==> config.mk <==
export PLATFORM = sky130hd
export DESIGN_NAME = button_gesture_decoder
export DESIGN_NICKNAME = d
export VERILOG_FILES = /design/src/rtl/button_pkg.sv /design/src/rtl/button_gesture_decoder_sync_debounce.sv /design/src/rtl/button_gesture_decoder.sv
export SDC_FILE = /design/constraint.sdc
export NUM_CORES = 1
export LEC_CHECK = 0
export ABC_AREA = 1
export CORE_ASPECT_RATIO = 1.5
export CORE_UTILIZATION = 55
export DETAILED_ROUTE_END_ITERATION = 8
export PLACE_DENSITY = 0.82
export SLEW_MARGIN = 40
export SYNTH_ARGS = -nofsm -noshare
export SYNTH_HDL_FRONTEND = slang
export SYNTH_SLANG_ARGS = --single-unit
==> constraint.sdc <==
create_clock -name clk -period 1.6 [get_ports clk]
set_input_delay 0.32 -clock clk [delete_from_list [all_inputs] [get_ports clk]]
set_output_delay 0.32 -clock clk [all_outputs]
set_load 0.02 [all_outputs]
==> src/rtl/button_pkg.sv <==
// Shared types and sizing helpers for the push-button gesture front end.
// The gesture timer width comes from the larger of the long-press and double-click windows.
package button_pkg;

   typedef enum logic [2:0] {
      S_IDLE           = 3'd0,
      S_PRESSED        = 3'd1,
      S_LONG_HELD      = 3'd2,
      S_WAIT_SECOND    = 3'd3,
      S_SECOND_PRESSED = 3'd4
   } gesture_state_t;

   function automatic int max_ticks(input int long_ticks, input int dclick_ticks);
      return (long_ticks > dclick_ticks) ? long_ticks : dclick_ticks;
   endfunction

   // One spare bit so the saturation value itself is always representable.
   function automatic int timer_w(input int long_ticks, input int dclick_ticks);
      return $clog2(max_ticks(long_ticks, dclick_ticks)) + 1;
   endfunction

endpackage

==> src/rtl/button_gesture_decoder_sync_debounce.sv <==
// Two-flop synchronizer and stable-count debouncer for one raw button,
// with a registered pulse one cycle after each debounced rising edge.
module sync_debounce #(
   parameter int BOUNCE_TICKS = 250
) (
   input  logic clk,
   input  logic rst_n,
   input  logic bouncy_in,
   output logic debounced_out,
   output logic press_edge
);

   localparam int CNT_W = $clog2(BOUNCE_TICKS);
   localparam logic [CNT_W-1:0] CNT_HIT = CNT_W'(BOUNCE_TICKS - 1);

   logic [1:0]       sync_ff;
   logic             sync_in;
   logic [CNT_W-1:0] cnt;
   logic             deb_q;

   assign sync_in = sync_ff[1];

   always_ff @(posedge clk or negedge rst_n) begin
      if (!rst_n) sync_ff <= '0;
      else        sync_ff <= {sync_ff[0], bouncy_in};
   end

   // Any cycle of agreement restarts the count, so only an unbroken run flips the level.
   always_ff @(posedge clk or negedge rst_n) begin
      if (!rst_n) begin
         cnt           <= '0;
         debounced_out <= 1'b0;
      end else if (sync_in != debounced_out) begin
         if (cnt == CNT_HIT) begin
            debounced_out <= ~debounced_out;
            cnt           <= '0;
         end else begin
            cnt <= cnt + CNT_W'(1);
         end
      end else begin
         cnt <= '0;
      end
   end

   always_ff @(posedge clk or negedge rst_n) begin
      if (!rst_n) begin
         deb_q      <= 1'b0;
         press_edge <= 1'b0;
      end else begin
         deb_q      <= debounced_out;
         press_edge <= debounced_out & ~deb_q;
      end
   end

endmodule

==> src/rtl/button_gesture_decoder.sv <==
// Push-button front end: debounced level, press edge, and short/long/double
// gesture classification as registered single-cycle event pulses.
module button_gesture_decoder
   import button_pkg::*;
#(
   parameter int BOUNCE_TICKS = 250,
   parameter int LONG_TICKS   = 50_000_000,
   parameter int DCLICK_TICKS = 12_000_000
) (
   input  logic clk,
   input  logic rst_n,
   input  logic bouncy_in,
   output logic debounced_out,
   output logic press_edge,
   output logic short_press,
   output logic long_press,
   output logic double_press,
   output logic busy
);

   localparam int TIMER_W = timer_w(LONG_TICKS, DCLICK_TICKS);
   localparam logic [TIMER_W-1:0] TIMER_MAX  = TIMER_W'(max_ticks(LONG_TICKS, DCLICK_TICKS));
   localparam logic [TIMER_W-1:0] LONG_HIT   = TIMER_W'(LONG_TICKS - 1);
   localparam logic [TIMER_W-1:0] DCLICK_HIT = TIMER_W'(DCLICK_TICKS - 1);

   gesture_state_t     state, state_nxt;
   logic [TIMER_W-1:0] timer;
   logic               deb_q;
   logic               rise, fall;
   logic               short_nxt, long_nxt, double_nxt;

   sync_debounce #(
      .BOUNCE_TICKS(BOUNCE_TICKS)
   ) u_sync_debounce (
      .clk          (clk),
      .rst_n        (rst_n),
      .bouncy_in    (bouncy_in),
      .debounced_out(debounced_out),
      .press_edge   (press_edge)
   );

   always_ff @(posedge clk or negedge rst_n) begin
      if (!rst_n) deb_q <= 1'b0;
      else        deb_q <= debounced_out;
   end

   assign rise = debounced_out & ~deb_q;
   assign fall = ~debounced_out & deb_q;

   always_ff @(posedge clk or negedge rst_n) begin
      if (!rst_n) state <= S_IDLE;
      else        state <= state_nxt;
   end

   // Edges take priority over timer thresholds landing in the same cycle.
   always_comb begin
      state_nxt = state;
      case (state)
         S_IDLE:
            if (rise) state_nxt = S_PRESSED;
         S_PRESSED:
            if (fall)                   state_nxt = S_WAIT_SECOND;
            else if (timer == LONG_HIT) state_nxt = S_LONG_HELD;
         S_LONG_HELD:
            if (fall) state_nxt = S_IDLE;
         S_WAIT_SECOND:
            if (rise)                     state_nxt = S_SECOND_PRESSED;
            else if (timer == DCLICK_HIT) state_nxt = S_IDLE;
         S_SECOND_PRESSED:
            if (fall)                   state_nxt = S_IDLE;
            else if (timer == LONG_HIT) state_nxt = S_LONG_HELD;
         default:
            state_nxt = S_IDLE;
      endcase
   end

   // Each pulse is tied to one distinct transition, so they are mutually exclusive.
   always_comb begin
      short_nxt  = 1'b0;
      long_nxt   = 1'b0;
      double_nxt = 1'b0;
      if (state == S_WAIT_SECOND && state_nxt == S_IDLE)    short_nxt  = 1'b1;
      if (state != S_LONG_HELD && state_nxt == S_LONG_HELD) long_nxt   = 1'b1;
      if (state == S_SECOND_PRESSED && state_nxt == S_IDLE) double_nxt = 1'b1;
   end

   always_ff @(posedge clk or negedge rst_n) begin
      if (!rst_n) begin
         timer <= '0;
      end else if (state_nxt != state) begin
         timer <= '0;
      end else if (timer != TIMER_MAX) begin
         timer <= timer + TIMER_W'(1);
      end
   end

   always_ff @(posedge clk or negedge rst_n) begin
      if (!rst_n) begin
         short_press  <= 1'b0;
         long_press   <= 1'b0;
         double_press <= 1'b0;
         busy         <= 1'b0;
      end else begin
         short_press  <= short_nxt;
         long_press   <= long_nxt;
         double_press <= double_nxt;
         busy         <= (state != S_IDLE);
      end
   end

endmodule

# After elaboration in Yosys (flattened, before gate mapping)
# Index checks and enable logic that the tools add are counted.
# op_classes
addsub	2
eq_ne	12
mux	15
n_bitwise	4
reduce_logical	8
# op_table
operator	count
27-bit two-way mux	2
27-bit by 1-bit adder with 27-bit output, second input constant	1
27-bit by 24-bit == test with 1-bit output, second input constant	1
27-bit by 26-bit == test with 1-bit output, second input constant	1
27-bit by 26-bit != test with 1-bit output, second input constant	1
3-bit two-way mux	7
8-bit two-way mux	2
3-bit one-hot mux with 5 select lines	1
3-bit by 2-bit == test with 1-bit output, second input constant	3
8-bit by 1-bit adder with 8-bit output, second input constant	1
8-bit == test, second input constant	1
3-bit logical NOT	2
3-bit by 1-bit == test with 1-bit output, second input constant	1
3-bit == test, second input constant	1
1-bit logical AND	3
1-bit two-way mux	3
3-bit by 2-bit != test with 1-bit output, second input constant	1
3-bit != test	1
3-bit nonzero test	1
1-bit bitwise AND	2
1-bit inverter	2
2-bit AND reduction	1
2-bit nonzero test	1
1-bit != test	1
# word_totals
reg_bits	47
in_bits	3
output_inout_bits	6

# Longest topological paths before layout
# depth
ltp_word	7
mapped_depth	14
depth_no_buf	13

# Modules after synthesis
# Synthesis repeated with hierarchy kept, for this count alone.
# unflattened
cells_unflattened	327
area_unflattened_um2	2661.3
# modules_own_cells
mod	instances	cells_per_inst	area_per_inst_um2	seq_area_each_um2
button_gesture_decoder	1	271	2105.8	875.8
sync_debounce	1	56	555.5	325.3

# Worst setup path before layout
# Ideal clock, no wire load.
# synth_timing
path_kind	register -> register
start	reg timer[0]
end	reg timer[17]
setup_time_ns	0.124
arrival_time_ns	1.585
required_ns	1.476
slack_ns	-0.110
path_stages_with_launch	15
path_buffers	1
period_less_slack_ns	1.710
cell_sequence	dfrtp_1 > ha_1 > nand3_2 > inv_2 > nand2_2 > nor2_1 > nand2_1 > nand2_2 > nand2_2 > nand2_2 > nor2_2 > nor2_4 > nand2_4 > buf_12 > nor2_4
# synth_via
elab_chain_cells	6
elab_cells_between_ends	14
classes_between	add/sub (1); eq/ne (4); mux (8); reduce/logical (1)
# synth_lines
item	line_no	text
from (decl)	button_gesture_decoder.sv:27	logic [TIMER_W-1:0] timer;
from (signal assigned)	button_gesture_decoder.sv:93	timer <= timer + TIMER_W'(1);
27-bit by 26-bit == test with 1-bit output or 27-bit by 24-bit == test with 1-bit output (tied branches)	button_gesture_decoder.sv:63, button_gesture_decoder.sv:71, button_gesture_decoder.sv:68	
3-bit two-way mux (on tied branches)	button_gesture_decoder.sv:63, button_gesture_decoder.sv:71, button_gesture_decoder.sv:68	
3-bit two-way mux (on tied branches)	button_gesture_decoder.sv:70, button_gesture_decoder.sv:62, button_gesture_decoder.sv:67	
3-bit one-hot mux with 5 select lines	button_gesture_decoder.sv:58	case (state)
3-bit != test	button_gesture_decoder.sv:90	end else if (state_nxt != state) begin
27-bit two-way mux or 2-bit nonzero test (tied branches)	--	
# Several ways; a longest one is shown, not always the timed one. The select of a mux whose other input is x is not followed.
# A chain may end at the register's enable or synchronous reset.

# Final worst setup path
# layout_timing
start	reg timer[16]
end	reg timer[3]
# Same word-level chain as after synthesis.

==> summary.log <==
qor: cells_and_area.seqCellArea 0.001176 mm2
qor: sta.tightestPinTransition 0.5815 ns
qor: floorplan.die_y 87.30 um
qor: logic_synthesis.synth_fp_nets 318
qor: sta.drv_slew 0
qor: logic_synthesis.ys_ff_latch 47
qor: cells_and_area.synthesis_to_finish_area_growth 42.03%
qor: placement.buffer_ports.inserted 8
qor: routing.postRouteWirelength 8.455 mm
qor: sta.finalHoldViolCount 0
qor: floorplan.floorplan_core_area 0.004579 mm2
qor: run_status.failed_checks setup timing
qor: cts.cts_htree_levels 2
qor: global_route.overall_global_routing_resource_usage 29.44%
qor: placement.place.detailed.instances 440
qor: sta.final.period_utilization 132.2%
qor: logic_synthesis.ys_top_cells_by_area sky130_fd_sc_hd__dfrtp_1 (44%), sky130_fd_sc_hd__nor2_4 (8.9%), sky130_fd_sc_hd__nand2_1 (7.7%), sky130_fd_sc_hd__xor2_1 (7.6%), sky130_fd_sc_hd__nor2_1 (6.9%)
qor: worst_setup_path.crit_required 1.80 ns
qor: routing.vias 2594
qor: routing.drt_iter0_markers 138
qor: worst_setup_path.criticalPathCategory flip-flop to flip-flop
qor: logic_synthesis.synth_top_flop_cell sky130_fd_sc_hd__dfrtp_1
qor: power.power_per_cell_area 562.8 mW/mm2
qor: worst_setup_path.critical_path_at 2.31 ns
qor: cts.clk_pin_slew 0.09 ns
qor: cells_and_area.instances_no_fill 474
qor: sta.final.setup.worst_slack -0.5148 ns
qor: power.peakVddDrop 420.7 uV
qor: cts.cts.hold.buffers_added 0
qor: logic_synthesis.synth-seq-area-share 44.09%
qor: floorplan.row_count 30
qor: cts.cts_buffer_depth 2
qor: sta.grt_setup_unrepaired true
qor: cells_and_area.post-route-cell-area 0.003789 mm2
qor: global_route.grt_antenna_before_repair 0
qor: cells_and_area.fin_nets 417
qor: logic_synthesis.syn-cell-area 0.002668 mm2
qor: logic_synthesis.post_synth_inst_count 311
qor: logic_synthesis.synthMostInstantiatedCell sky130_fd_sc_hd__nand2_1
qor: worst_setup_path.critical_path.startpoint_type flip-flop
qor: floorplan.floorplan.initialDensity 58.25%
qor: cts.cts_tree built
qor: hold_path.min_path_type input pin to asynchronous set/reset pin
qor: routing.drt-vias-per-instance 5.473
qor: global_route.vias_in_the_first_global_route 2531
qor: cells_and_area.layout.filler_cells 235
qor: routing.wl_per_cell 17.84 um
qor: cells_and_area.num_antenna_cells 0
qor: logic_synthesis.yosys.area.top_type sky130_fd_sc_hd__dfrtp_1
qor: logic_synthesis.commonest_cells_post_synth sky130_fd_sc_hd__nand2_1 (55), sky130_fd_sc_hd__nor2_1 (49), sky130_fd_sc_hd__dfrtp_1 (47)
qor: sta.final_number_of_setup_violating_endpoints 33
qor: floorplan.die-width 58.87 um
qor: logic_synthesis.synth.lib_cells_used.distinct 24
qor: cts.clock_latency 0.31 ns
qor: floorplan.fp.dieArea 0.005139 mm2
qor: placement.post_dp_cell_area 0.003283 mm2
qor: worst_setup_path.timing.critical_path.fanout_max 8
qor: sta.worst_hold_slack 0.0007052 ns
qor: logic_synthesis.synthArstFlopShare 100.0%
qor: cells_and_area.multiInputGateArea 0.001450 mm2
qor: logic_synthesis.syn-mean-instance-area 8.577 um2
qor: cts.cts-root-buf sky130_fd_sc_hd__clkbuf_8
qor: sta.max_freq 472.9 MHz
qor: routing.drc_viols 0
qor: power.static-leakage-power 1.820 nW
qor: global_route.grt-ovfl-total 0
qor: cts.cts_inserted_buffers 5
qor: sta.period_minus_slack 2.115 ns
qor: run_status.status complete, but fails checks
qor: logic_synthesis.synth_enable_flop_cells 0
qor: sta.clock-skew-final 0.003468 ns
qor: worst_setup_path.cp_cell_sequence inv_1 > nand2_1 > nor2_1 > nand2_1 > nor2_1 > nand2_2 > nand2_1 > nand2_1 > nand2_2 > o211ai_1 > nand2_4 > buf_12 > nor2_4
qor: cells_and_area.drive_gt1_share 41.46%
qor: cts.clock-sinks 47
qor: worst_setup_path.critPathMaxStageDelay 0.44 ns
qor: worst_setup_path.crit_path_end_kind flip-flop
qor: logic_synthesis.ys_warn_count 0
qor: placement.gp_routability_congestion 0.9415
qor: routing.drt_pass1_iterations 6
qor: sta.timing.slew.headroom 61.24%
qor: placement.dpl_worst_slack -0.2296 ns
qor: floorplan.num_io_pins 9
qor: worst_setup_path.crit_top_cell sky130_fd_sc_hd__nand2_1
qor: global_route.grt_start_max_net_pins 26
qor: run.drv_cap 0
qor: global_route.grt_pass1_wl 11.05 mm
qor: worst_setup_path.critPathSlowestCell sky130_fd_sc_hd__dfrtp_1
qor: logic_synthesis.yosysTopAreaCellShare 44.09%
qor: placement.dpl.hpwl 4.463 mm
qor: routing.drtAntennaViolNets 0
==> area by class of cell <==
class                           instances  share of cell area [%]
Timing Repair Buffer                   94                   21.30
Multi-Input combinational cell        217                   38.28
Sequential cell                        47                   31.04
Clock inverter                          2                  0.9908
Clock buffer                            5                   1.816
Tap cell                               64                   2.114
Inverter                               45                   4.458
==> final timing paths <==
check / slack (ns) / depth (start not counted) / from / endpoint
setup / recovery: -0.51 / 13 / timer[16] / timer[3]
hold / removal: 0.0007 / 1 / rst_n / timer[5]
setup reg to reg: -0.51 / 13 / timer[16] / timer[3]
hold reg to reg: 0.37 / 0 / u_sync_debounce.sync_ff[0] / u_sync_debounce.sync_ff[1]
max in group asynchronous: 1.07 / 2 / rst_n / timer[22]
min in group clk: 0.37 / 0 / u_sync_debounce.sync_ff[0] / u_sync_debounce.sync_ff[1]
==> worst max-delay path: cells and delay by family, from the launching register on <==
| family | cells | cell delay [ns] |
|---|---|---|
| AND/OR/NAND/NOR | 10 | 1.12 |
| flip-flops | 1 | 0.44 |
| buffers and inverters | 2 | 0.31 |
| AO/OA/AOI/OAI | 1 | 0.12 |
==> registers in the layout, indices dropped and copies added, names as in the netlist <==
signal                         flops
long_press                         1
u_sync_debounce.sync_ff            2
u_sync_debounce.cnt                8
u_sync_debounce.press_edge         1
timer                             27
u_sync_debounce.deb_q              1
state                              3
double_press                       1
u_sync_debounce.debounced_out      1
busy                               1
short_press                        1
==> cells by family (layout without fill, tap and decap cells) <==
kind of cell	Yosys count	count (layout)	share of synthesized area, %
adders and majority gates	4	4	1.876
buffers and inverters	47	146	7.833
xor gates and xnor gates	27	27	8.865
AOI/OAI and AO/OA	9	9	1.876
and+or+nand+nor	177	177	35.46
DFF	47	47	44.09
==> power breakdown <==
group | switching [W] | internal (W) | total (W)
sequential | 0.00000798 | 0.00120 | 0.00120
clock | 0.000421 | 0.000457 | 0.000878
combinational | 0.0000353 | 0.0000153 | 0.0000506
total | 0.000465 | 0.00167 | 0.00213
==> routing by layer <==
metal  GRT usage [%]  vias to the layer above  share of wire (%)
met5               0                        -                  0
met4           18.83                        0                7.3
met3           4.606                       57                4.4
met2           55.37                      118                 53
met1           28.64                     1271                 35
li1                -                     1148                  -
==> through the flow <==
stage / setup TNS (ns) / power (W) / utilization, %
after floorplan: -1.382 / 0.001239 / -
after detailed placement: -5.765 / 0.001277 / 71.69
after global routing: -18.65 / 0.002185 / 82.73
after global placement: -3.633 / 0.001274 / 71.69
after CTS: -4.370 / 0.002119 / 77.49
final: -15.20 / 0.002132 / 82.73
==> layout by cell type (no fill, tap or decap) <==
cell type and n:
sky130_fd_sc_hd__dlymetal6s2s_1 1, sky130_fd_sc_hd__o21ai_1 2, sky130_fd_sc_hd__nor3_2 1, sky130_fd_sc_hd__nand3_1 13, sky130_fd_sc_hd__clkdlybuf4s50_1 5, sky130_fd_sc_hd__bufinv_16 1, sky130_fd_sc_hd__dfrtp_1 47, sky130_fd_sc_hd__a21oi_1 2
sky130_fd_sc_hd__nor2_1 34, sky130_fd_sc_hd__nor3_4 1, sky130_fd_sc_hd__nand2_1 46, sky130_fd_sc_hd__nand2_2 10, sky130_fd_sc_hd__nand4_1 8, sky130_fd_sc_hd__nor3_1 10, sky130_fd_sc_hd__nor2_2 15, sky130_fd_sc_hd__dlygate4sd2_1 1
sky130_fd_sc_hd__ha_1 3, sky130_fd_sc_hd__xor2_2 4, sky130_fd_sc_hd__o21ai_0 3, sky130_fd_sc_hd__clkinvlp_4 1, sky130_fd_sc_hd__xor2_1 19, sky130_fd_sc_hd__buf_4 80, sky130_fd_sc_hd__ha_2 1, sky130_fd_sc_hd__clkbuf_16 2
sky130_fd_sc_hd__inv_1 39, sky130_fd_sc_hd__xnor2_1 4, sky130_fd_sc_hd__clkbuf_8 5, sky130_fd_sc_hd__nand3b_1 1, sky130_fd_sc_hd__nor2_4 29, sky130_fd_sc_hd__buf_12 4, sky130_fd_sc_hd__buf_2 1, sky130_fd_sc_hd__nand2_4 7
sky130_fd_sc_hd__inv_2 6, sky130_fd_sc_hd__nand3_2 2, sky130_fd_sc_hd__o211ai_1 1, sky130_fd_sc_hd__a211oi_1 1
==> timing repair <==
item	in CTS	in global routing
cloned	0	2
buffers inserted	10	15
gates resized for setup	23	25
pin swaps	6	12
endpoints found under the setup margin	32	34
Note: power is estimated with default switching activity, not from simulation.
